`src/rtl/sprite_field_pkg.sv`:
```
// Shared key codes, colours and FSM state type for the sprite field game core.
package sprite_field_pkg;

  typedef enum logic {RUN = 1'b0, HALT = 1'b1} state_e;

  localparam logic [7:0] KEY_LEFT    = 8'h1C;
  localparam logic [7:0] KEY_RIGHT   = 8'h23;
  localparam logic [7:0] KEY_UP      = 8'h1D;
  localparam logic [7:0] KEY_DOWN    = 8'h1B;
  localparam logic [7:0] KEY_RESTART = 8'h29;
  localparam logic [7:0] KEY_ESC     = 8'h76;

  localparam logic [11:0] COL_OFF        = 12'h000;
  localparam logic [11:0] COL_PLAYER     = 12'h0F0;
  localparam logic [11:0] COL_PLAYER_HIT = 12'hF00;
  localparam logic [11:0] COL_OBST       = 12'hFFF;
  localparam logic [11:0] COL_BG         = 12'h008;
  localparam logic [11:0] COL_BORDER     = 12'hFF0;

  localparam int BORDER_W = 4;

endpackage

```
`src/rtl/obstacle_unit.sv`:
```
// One horizontally scrolling obstacle: x register with move/wrap/reload, plus
// pixel-hit and player-overlap flags. Its y position is fixed by its index.
module obstacle_unit #(
  parameter int IDX        = 0,
  parameter int SCREEN_W   = 640,
  parameter int OW         = 16,
  parameter int OH         = 16,
  parameter int PW         = 16,
  parameter int PH         = 16,
  parameter int OBST_SPEED = 2,
  parameter int OBST_X0    = 320,
  parameter int OBST_GAP   = 80,
  parameter int OBST_Y0    = 64,
  parameter int OBST_YSTEP = 96
) (
  input  logic       clk,
  input  logic       reset,
  input  logic       move_i,
  input  logic       reload_i,
  input  logic [9:0] px_i,
  input  logic [8:0] py_i,
  input  logic [9:0] x_i,
  input  logic [8:0] y_i,
  output logic       hit_o,
  output logic       collide_o
);

  localparam logic [9:0] OX_INIT = 10'(OBST_X0 + IDX * OBST_GAP);
  localparam logic [9:0] OX_WRAP = 10'(SCREEN_W - OW);
  localparam logic [9:0] SPEED   = 10'(OBST_SPEED);
  localparam logic [9:0] OY_T    = 10'(OBST_Y0 + IDX * OBST_YSTEP);
  localparam logic [9:0] OY_B    = 10'(OBST_Y0 + IDX * OBST_YSTEP + OH - 1);

  logic [9:0]  ox_q, ox_d;
  logic [10:0] ox_l, ox_r, px_l, px_r, x_e;
  logic [9:0]  py_t, py_b, y_e;

  always_comb begin
    ox_d = ox_q;
    if (reload_i)    ox_d = OX_INIT;
    else if (move_i) ox_d = (ox_q < SPEED) ? OX_WRAP : ox_q - SPEED;
  end

  always_ff @(posedge clk) begin
    if (reset) ox_q <= OX_INIT;
    else       ox_q <= ox_d;
  end

  // Widened by one bit so box right/bottom edges never wrap.
  assign ox_l = {1'b0, ox_q};
  assign ox_r = ox_l + 11'(OW - 1);
  assign px_l = {1'b0, px_i};
  assign px_r = px_l + 11'(PW - 1);
  assign py_t = {1'b0, py_i};
  assign py_b = py_t + 10'(PH - 1);
  assign x_e  = {1'b0, x_i};
  assign y_e  = {1'b0, y_i};

  assign hit_o     = (x_e >= ox_l) && (x_e <= ox_r) && (y_e >= OY_T) && (y_e <= OY_B);
  assign collide_o = (px_l <= ox_r) && (ox_l <= px_r) && (py_t <= OY_B) && (OY_T <= py_b);

endmodule

```
`src/rtl/sprite_field_engine.sv`:
```
// Game core: keyboard-driven player and N_OBST scrolling obstacles, per-pixel RGB and collision halt.
// Build macro SPRITE_FIELD_BORDER_EN adds a 4-pixel border, shrinks the player clamp and enables Esc-to-halt.
module sprite_field_engine
  import sprite_field_pkg::*;
#(
  parameter int SCREEN_W   = 640,
  parameter int SCREEN_H   = 480,
  parameter int PW         = 16,
  parameter int PH         = 16,
  parameter int STEP       = 4,
  parameter int N_OBST     = 4,
  parameter int OW         = 16,
  parameter int OH         = 16,
  parameter int OBST_SPEED = 2,
  parameter int OBST_X0    = 320,
  parameter int OBST_GAP   = 80,
  parameter int OBST_Y0    = 64,
  parameter int OBST_YSTEP = 96,
  parameter int INIT_X     = 20,
  parameter int INIT_Y     = 232
) (
  input  logic        clk,
  input  logic        reset,
  input  logic        vs,
  input  logic [9:0]  keyboard,
  input  logic [9:0]  x,
  input  logic [8:0]  y,
  output logic [11:0] RGB,
  output logic        stop
);

`ifdef SPRITE_FIELD_BORDER_EN
  localparam bit BORDER_EN = 1'b1;
`else
  localparam bit BORDER_EN = 1'b0;
`endif
  localparam int          BRD  = BORDER_EN ? BORDER_W : 0;
  localparam logic [10:0] X_LO = 11'(BRD);
  localparam logic [10:0] X_HI = 11'(SCREEN_W - PW - BRD);
  localparam logic [9:0]  Y_LO = 10'(BRD);
  localparam logic [9:0]  Y_HI = 10'(SCREEN_H - PH - BRD);

  state_e      state_q, state_d;
  logic        vs_q, tick, move_en, reload;
  logic [9:0]  px_q, px_d;
  logic [8:0]  py_q, py_d;
  logic [11:0] rgb_q, rgb_d;
  logic        key_make, key_left, key_right, key_up, key_down, key_restart, key_esc;
  logic [10:0] pxe, xe;
  logic [9:0]  pye, ye;
  logic        visible, player_px, in_border, collide_any;
  logic [N_OBST-1:0] hit_v, collide_v;

  assign key_make    = ~keyboard[8] & ~keyboard[9];
  assign key_left    = key_make && (keyboard[7:0] == KEY_LEFT);
  assign key_right   = key_make && (keyboard[7:0] == KEY_RIGHT);
  assign key_up      = key_make && (keyboard[7:0] == KEY_UP);
  assign key_down    = key_make && (keyboard[7:0] == KEY_DOWN);
  assign key_restart = ~keyboard[8] && (keyboard[7:0] == KEY_RESTART);
  assign key_esc     = BORDER_EN && ~keyboard[8] && (keyboard[7:0] == KEY_ESC);

  assign tick = vs & ~vs_q;
  assign pxe  = {1'b0, px_q};
  assign pye  = {1'b0, py_q};
  assign xe   = {1'b0, x};
  assign ye   = {1'b0, y};

  always_ff @(posedge clk) begin
    if (reset) state_q <= RUN;
    else       state_q <= state_d;
  end

  always_comb begin
    // NOTE: every combinational output gets a default first, so no path leaves it unassigned and no latch is inferred.
    state_d = state_q;
    unique case (state_q)
      RUN:     if (collide_any || key_esc) state_d = HALT;
      HALT:    if (key_restart)            state_d = RUN;
      default: state_d = RUN;
    endcase
  end

  always_comb begin
    move_en = (state_q == RUN) && tick;
    reload  = (state_q == HALT) && key_restart;
    stop    = (state_q == HALT);
  end

  always_comb begin
    px_d = px_q;
    py_d = py_q;
    if (reload) begin
      px_d = 10'(INIT_X);
      py_d = 9'(INIT_Y);
    end else if (move_en) begin
      if (key_left)       px_d = (pxe >= X_LO + 11'(STEP)) ? px_q - 10'(STEP) : X_LO[9:0];
      else if (key_right) px_d = (pxe + 11'(STEP) <= X_HI) ? px_q + 10'(STEP) : X_HI[9:0];
      if (key_up)         py_d = (pye >= Y_LO + 10'(STEP)) ? py_q - 9'(STEP) : Y_LO[8:0];
      else if (key_down)  py_d = (pye + 10'(STEP) <= Y_HI) ? py_q + 9'(STEP) : Y_HI[8:0];
    end
  end

  for (genvar i = 0; i < N_OBST; i++) begin : g_obst
    obstacle_unit #(
      .IDX(i), .SCREEN_W(SCREEN_W), .OW(OW), .OH(OH), .PW(PW), .PH(PH),
      .OBST_SPEED(OBST_SPEED), .OBST_X0(OBST_X0), .OBST_GAP(OBST_GAP),
      .OBST_Y0(OBST_Y0), .OBST_YSTEP(OBST_YSTEP)
    ) u_obst (
      .clk(clk), .reset(reset), .move_i(move_en), .reload_i(reload),
      .px_i(px_q), .py_i(py_q), .x_i(x), .y_i(y),
      .hit_o(hit_v[i]), .collide_o(collide_v[i])
    );
  end

  assign collide_any = |collide_v;
  assign visible     = (xe < 11'(SCREEN_W)) && (ye < 10'(SCREEN_H));
  assign player_px   = (xe >= pxe) && (xe <= pxe + 11'(PW - 1)) &&
                       (ye >= pye) && (ye <= pye + 10'(PH - 1));
  assign in_border   = BORDER_EN && ((xe < 11'(BORDER_W)) || (xe >= 11'(SCREEN_W - BORDER_W)) ||
                                     (ye < 10'(BORDER_W)) || (ye >= 10'(SCREEN_H - BORDER_W)));

  always_comb begin
    rgb_d = COL_BG;
    if (!visible)      rgb_d = COL_OFF;
    else if (player_px) rgb_d = (state_q == HALT) ? COL_PLAYER_HIT : COL_PLAYER;
    else if (in_border) rgb_d = COL_BORDER;
    else if (|hit_v)    rgb_d = COL_OBST;
  end

  always_ff @(posedge clk) begin
    // NOTE: registers use non-blocking assignments so every flop samples pre-edge values, independent of statement order.
    if (reset) begin
      vs_q  <= 1'b0;
      px_q  <= 10'(INIT_X);
      py_q  <= 9'(INIT_Y);
      rgb_q <= COL_OFF;
    end else begin
      vs_q  <= vs;
      px_q  <= px_d;
      py_q  <= py_d;
      rgb_q <= rgb_d;
    end
  end

  assign RGB = rgb_q;

endmodule

```
`config.mk`:
```
export PLATFORM = sky130hd
export DESIGN_NAME = sprite_field_engine
export DESIGN_NICKNAME = d
export VERILOG_FILES = /design/src/rtl/sprite_field_pkg.sv /design/src/rtl/obstacle_unit.sv /design/src/rtl/sprite_field_engine.sv
export SDC_FILE = /design/constraint.sdc
export NUM_CORES = 1
export LEC_CHECK = 0
export ABC_AREA = 1
export CORE_MARGIN = 3
export CORE_UTILIZATION = 50
export CTS_CLUSTER_DIAMETER = 80
export DETAILED_ROUTE_END_ITERATION = 8
export GPL_TIMING_DRIVEN = 0
export PLACE_DENSITY_LB_ADDON = 0.2
export REMOVE_ABC_BUFFERS = 1
export SLEW_MARGIN = 10
export SYNTH_ARGS = -nofsm -noshare
export SYNTH_HDL_FRONTEND = slang
export SYNTH_SLANG_ARGS = --single-unit
```
`constraint.sdc`:
```
create_clock -name clk -period 3.2 [get_ports clk]
set_input_delay 0.64 -clock clk [delete_from_list [all_inputs] [get_ports clk]]
set_output_delay 0.64 -clock clk [all_outputs]
set_load 0.05 [all_outputs]
```
Yosys cells after proc, flatten, opt, wreduce, memory -nomap -nowiden
Index checks and enable logic that the tools add are counted.
Widths: inputs -> output; s select.
- $add $sub $neg: 16
- $lt $le $gt $ge: 46
- equality and inequality tests: 5
- mux-type cells: 18
- bitwise gates (word level): 7
- reductions and logical operators: 43
- operators with widths (kind ; count):
    $le 10x11->1 ; 13
    $mux 10 ; 8
    $add 10x4->11 const B ; 5
    $ge 10x10->1 ; 5
    $lt 10x2->1 const B ; 4
    $sub 10x2->10 const B ; 4
    $le 9x9->1 const B ; 4
    $mux 12 ; 3
    $mux 9 ; 4
    $logic_and 1x1->1 ; 35
    $eq 8x5->1 const B ; 3
    $le 9x10->1 const A ; 2
    $ge 9x9->1 const B ; 2
    $le 9x7->1 const B ; 2
    $le 9x8->1 const B ; 2
    $eq 8x6->1 const B ; 2
    $add 10x3->11 const B ; 1
    $le 11x10->1 const B ; 1
    $add 10x3->10 const B ; 1
    $add 9x3->10 const B ; 1
    $add 9x4->10 const B ; 1
    $ge 10x3->1 const B ; 1
    $le 10x9->1 const B ; 1
    $le 7x10->1 const A ; 1
    19 further kinds ; 29
- register bits after elaboration: 73
- input bits: 32
- output and inout bits: 13
- word-level logic and storage cells: 144

Longest topological paths before layout
- word-level depth: 8
- mapped depth: 19
- depth with buffers taken out: 19

Cells and area by module
A second synthesis with hierarchy kept.
- cell total of the unflattened synthesis: 1518
- area, all modules: 9869.5 µm²
- by module, submodules not included (module ; times used ; cells each ; area each (µm²) ; sequential area each (µm²)):
    sprite_field_engine ; 1 ; 464 ; 2935.3 ; 420.4
    obstacle_unit at g_obst[3].u_obst ; 1 ; 262 ; 1780.5 ; 180.2
    obstacle_unit at g_obst[1].u_obst ; 1 ; 263 ; 1746.7 ; 180.2
    obstacle_unit at g_obst[2].u_obst ; 1 ; 265 ; 1706.6 ; 180.2
    obstacle_unit at g_obst[0].u_obst ; 1 ; 264 ; 1700.4 ; 180.2

Worst setup path before layout
No wires, ideal clock.
- kind: register to register
- start: reg px_q[2]
- end: reg rgb_q[10] (netlist: RGB[10])
- library setup time: 115 ps
- data arrival time: 2632 ps
- required time: 3085 ps
- slack: 454 ps
- stages on the path, launching flop included: 13
- path buffers: 0
- period minus slack after synthesis: 2746 ps
- cell sequence: dfxtp_1 inv_1 ha_1 nor3_4 xor2_1 ha_1 a31o_2 o21ai_1 nand3b_1 o21ai_1 a21oi_2 nand2_2 nand2_1
- cells in the longest elaborated chain, start to end: 6
- elaborated cells between the ends (all ways): 7
- those cells by class: 1 x add/sub; 2 x order compare; 1 x mux; 3 x reduce/logical
- ends and longest elaborated chain (element ; line ; text):
    from (decl) ; sprite_field_engine.sv:45 ; logic [9:0] px_q, px_d;
    from (signal assigned) ; sprite_field_engine.sv:134 ; px_q <= 10'(INIT_X);
    from (signal assigned) ; sprite_field_engine.sv:139 ; px_q <= px_d;
    $add 10x4->11 ; sprite_field_engine.sv:117 ; assign player_px = (xe >= pxe) && (xe <= pxe + 11'(PW - 1)) &&
    $le 10x11->1 ; sprite_field_engine.sv:117 ;
    $logic_and 1x1->1 * (2 in series) ; sprite_field_engine.sv:117 ;
    $logic_and 1x1->1 * ; sprite_field_engine.sv:118 ; (ye >= pye) && (ye <= pye + 10'(PH - 1));
    $mux 12 * ; sprite_field_engine.sv:125 ; else if (player_px) rgb_d = (state_q == HALT) ? COL_PLAYER_HIT : COL_PLAYER;
    to (signal assigned) ; sprite_field_engine.sv:141 ; rgb_q <= rgb_d;
    to (decl) ; sprite_field_engine.sv:47 ; logic [11:0] rgb_q, rgb_d;
Every way passes the cells marked *; elsewhere a longest branch is shown, timed or not.
A chain may end at the register's enable or synchronous reset.

Final worst setup path
- start: in x[7]
- end: reg rgb_q[10] (netlist: RGB[10])
- cells in the longest elaborated chain, start to end: 7
- elaborated cells between the ends (all ways): 32
- those cells by class: 11 x order compare; 2 x mux; 1 x bitwise; 18 x reduce/logical
- ends and longest elaborated chain (element ; line ; text):
    from (decl) ; sprite_field_engine.sv:26 ; input logic [9:0] x,
    $le 10x11->1 or $ge 10x10->1 (tied branches) ; obstacle_unit.sv:59 ; assign hit_o = (x_e >= ox_l) && (x_e <= ox_r) && (y_e >= OY_T) && (y_e <= OY_B);
    $logic_and 1x1->1 (3 in series) ; obstacle_unit.sv:59 ;
    $reduce_or 4->1 ; sprite_field_engine.sv:127 ; else if (|hit_v) rgb_d = COL_OBST;
    $mux 12 ; sprite_field_engine.sv:127 ;
    $mux 12 ; sprite_field_engine.sv:125 ;
Several ways; a longest one is shown, not always the timed one.

==> flow_metrics.env <==
export IMPL_status="finished, final reports clean"
export IMPL_crit_fanout=15
export IMPL_antenna_found_initial=0
export IMPL_crit_path_start_kind="input pin"
export IMPL_crit_required_ns=3.43
export IMPL_synth_area_leaders="ha_1, dfxtp_1, nand2_1"
export IMPL_yosysTopAreaCell="ha_1"
export IMPL_viasPerCell=5.65
export IMPL_drt_wirelength_per_cell_um=16.8
export IMPL_port_buffers=44
export IMPL_synth_yosys_seq_area_share_pct=14.1
export IMPL_synth_area_sq_um=8070
export IMPL_cts_htree_levels=3
export IMPL_ys_flop_type="dfxtp_1"
export IMPL_maxCapViolations=0
export IMPL_syn_mean_instance_area_sq_um=6.55
export IMPL_first_pass_iters=6
export IMPL_synth_edf_count=0
export IMPL_peakVddDrop_uv=295
export IMPL_initial_core_util_pct=52.1
export IMPL_critPathSlowestCell="clkdlybuf4s50_1"
export IMPL_grt_pass1_vias=7791
export IMPL_p_leak_nw=4.50
export IMPL_routed_wl_mm=25.0
export IMPL_ys_seq_elements=57
export IMPL_cts_sinks=57
export IMPL_path_buf_inv=2
export IMPL_max_freq_mhz=339
export IMPL_routed_via_count=8401
export IMPL_critPathCaptureType="register"
export IMPL_synth_distinct_cells=49
export IMPL_path_clk_slew_ns=0.05
export IMPL_finalMaxSlewViolations=0
export IMPL_fin_cells=1487
export IMPL_synth_top_cell_area_share_pct=24.9
export IMPL_cts_made_buffers=9
export IMPL_coreArea_sq_um=15500
export IMPL_crit_type="input pin to register"
export IMPL_place_inst=1462
export IMPL_tns_ns=0
export IMPL_root_buffer="clkbuf_16"
export IMPL_drc_errors=0
export IMPL_rsz0062_at_grt="no"
export IMPL_drtAntennaViolNets=0
export IMPL_synthArstFlopShare_pct=0
export IMPL_nFillCells=1551
export IMPL_nets=1464
export IMPL_die_area_sq_um=17700
export IMPL_yosysWarnings=0
export IMPL_gp_congestion=0.921
export IMPL_grt_pass1_wl_mm=39.5
export IMPL_holdWs_ns=0.506
export IMPL_grt_use_total_pct=28.0
export IMPL_cts_tree="yes"
export IMPL_worstMarginPinSlew_ns=0.900
export IMPL_die_width_um=133
export IMPL_ctsHoldBuffers=0
export IMPL_slew_headroom_pct=39.9
export IMPL_period_share_pct=92.2
export IMPL_die_h_um=133
export IMPL_critPathArrivalTime_ns=3.18
export IMPL_io_pins=45
export IMPL_overflow=0
export IMPL_grt_max_degree=25
export IMPL_drt_iter0_drc=637
export IMPL_antenna_cells=0
export IMPL_finalSetupViolCount=0
export IMPL_finClkSkew_ns=0.00690
export IMPL_crit_path_frequent_cell="nand3_1"
export IMPL_hpwl_mm=18.8
export IMPL_max_clock_path_buffers=2
export IMPL_crit_family="buffers and inverters"
export IMPL_core_rowCount=45
export IMPL_cp_cell_sequence="clkdlybuf4s50_1, inv_1, nand3_1, nand3_1, nor2_1, nand3_1, nand3_1, nand2_1, nand2_1, nand4_1, nand2_2, nand2_1"
export IMPL_drive_above_1_share_pct=5.49
export IMPL_hold_viol=0
export IMPL_area_delta_synth_final_pct=12.0
export IMPL_powerDensity_nw_per_um2=285
export IMPL_hp_class="register to register"
export IMPL_syn_inst=1232
export IMPL_min_period_ns=2.95
export IMPL_clk_insertion_delay_late_ns=0.34
export IMPL_crit_path_max_incr_delay_ns=1.05
[layer usage]
metal / global-route usage, % / part of all wire [%]
met5: 0 / 0
met1: 37.4 / 45
met2: 44.2 / 44
met3: 5.06 / 7.3
met4: 11.8 / 4.0
[Yosys cell counts (all sizes together), types with 4 or more instances]
master	number
dfxtp	57
o21bai	5
or2	4
nor3	35
a21o	8
o21ai	61
xor2	47
nand3	86
xnor2	5
buf	20
o31ai	7
nand4	26
o211ai	10
nand2	275
nor4	7
inv	161
ha	161
clkbuf	7
a21boi	5
o2111ai	6
a21oi	101
nor2	109
[flip-flops by register name (all words and copies together) (netlist names)]
name,count
g_obst.u_obst.ox_q,36
RGB,4
py_q,7
vs_q,1
stop,1
px_q,8
[cells by family (layout without fill, tap and decap cells)]
kind of cell / Yosys count / in the layout / share of synthesized area [%]
simple gates: 550 / 550 / 29.9
xor+xnor: 52 / 52 / 5.64
fa+ha+maj: 161 / 161 / 24.9
buf+inv: 190 / 234 / 9.64
flops: 57 / 57 / 14.1
compound gates: 222 / 222 / 15.8
[area by class of cell]
| class | instances | area, sq um | share of cell area [%] |
|---|---|---|---|
| Multi-Input combinational cell | 985 | 6220 | 68.8 |
| Sequential cell | 57 | 1150 | 12.7 |
| Inverter | 163 | 618 | 6.83 |
| Timing Repair Buffer | 55 | 536 | 5.92 |
| Tap cell | 211 | 264 | 2.92 |
| Clock buffer | 12 | 236 | 2.61 |
| Clock inverter | 4 | 20.0 | 0.221 |
[path summary, 6_finish.rpt]
kind / endpoint / slack, ns / start / cells past startpoint
worst min-delay path: g_obst[1].u_obst.ox_q[1]$_SDFFE_PP0P_ / 0.51 / g_obst[1].u_obst.ox_q[1]$_SDFFE_PP0P_ / 2
worst max register to register: RGB[10]$_SDFF_PP0_ / 0.25 / py_q[2]$_SDFFE_PP0P_ / 16
worst min register to register: g_obst[1].u_obst.ox_q[1]$_SDFFE_PP0P_ / 0.51 / g_obst[1].u_obst.ox_q[1]$_SDFFE_PP0P_ / 2
worst max-delay path: RGB[10]$_SDFF_PP0_ / 0.25 / x[7] / 12
[stage by stage]
| stage | total power [W] | instance area (sq um) | setup WS [ns] | util [%] |
|---|---|---|---|---|
| 2_1_floorplan | 0.00142 | 7910 | -0.00931 | - |
| 3_5_place_dp | 0.00169 | 8650 | -0.578 | 55.8 |
| 4_1_cts | 0.00258 | 8960 | 0.0694 | 57.9 |
| 5_1_grt | 0.00276 | 9040 | 0.00132 | 58.4 |
| 6_report | 0.00257 | 9040 | 0.250 | 58.4 |
| 3_3_place_gp | 0.00167 | 8610 | -3.06 | 55.6 |
[power by group]
group	leakage [nW]	internal (W)	total (W)	switching [W]
sequential	0.465	0.000742	0.000800	0.0000575
clock	0.130	0.000519	0.000879	0.000360
combinational	3.90	0.000343	0.000895	0.000552
[placed cells by master (no fill, tap or decap), types with 10 or more instances in the layout]
cell               n
a21oi_1           99
o21ai_0           52
inv_2             12
nand4_1           26
xor2_1            44
inv_1            147
nand2_1          269
ha_1             161
nand3_1           86
nor2_1           105
o211ai_1          10
clkdlybuf4s50_1   44
buf_4             10
nor3_1            28
dfxtp_1           53
[worst min-delay path: cells and delay by family (launching register included)]
family	cells	cell delay [ns]
compound gates	1	0.06
flops	1	0.32
simple gates	1	0.07
[what timing repair did]
item	4_1_cts	5_1_grt
endpoints found under the hold margin	0	0
gates resized for setup	6	7
setup endpoints to repair	7	5
pin swaps	0	2
setup buffers	3	6
Note: power is estimated with default switching activity, not from simulation.
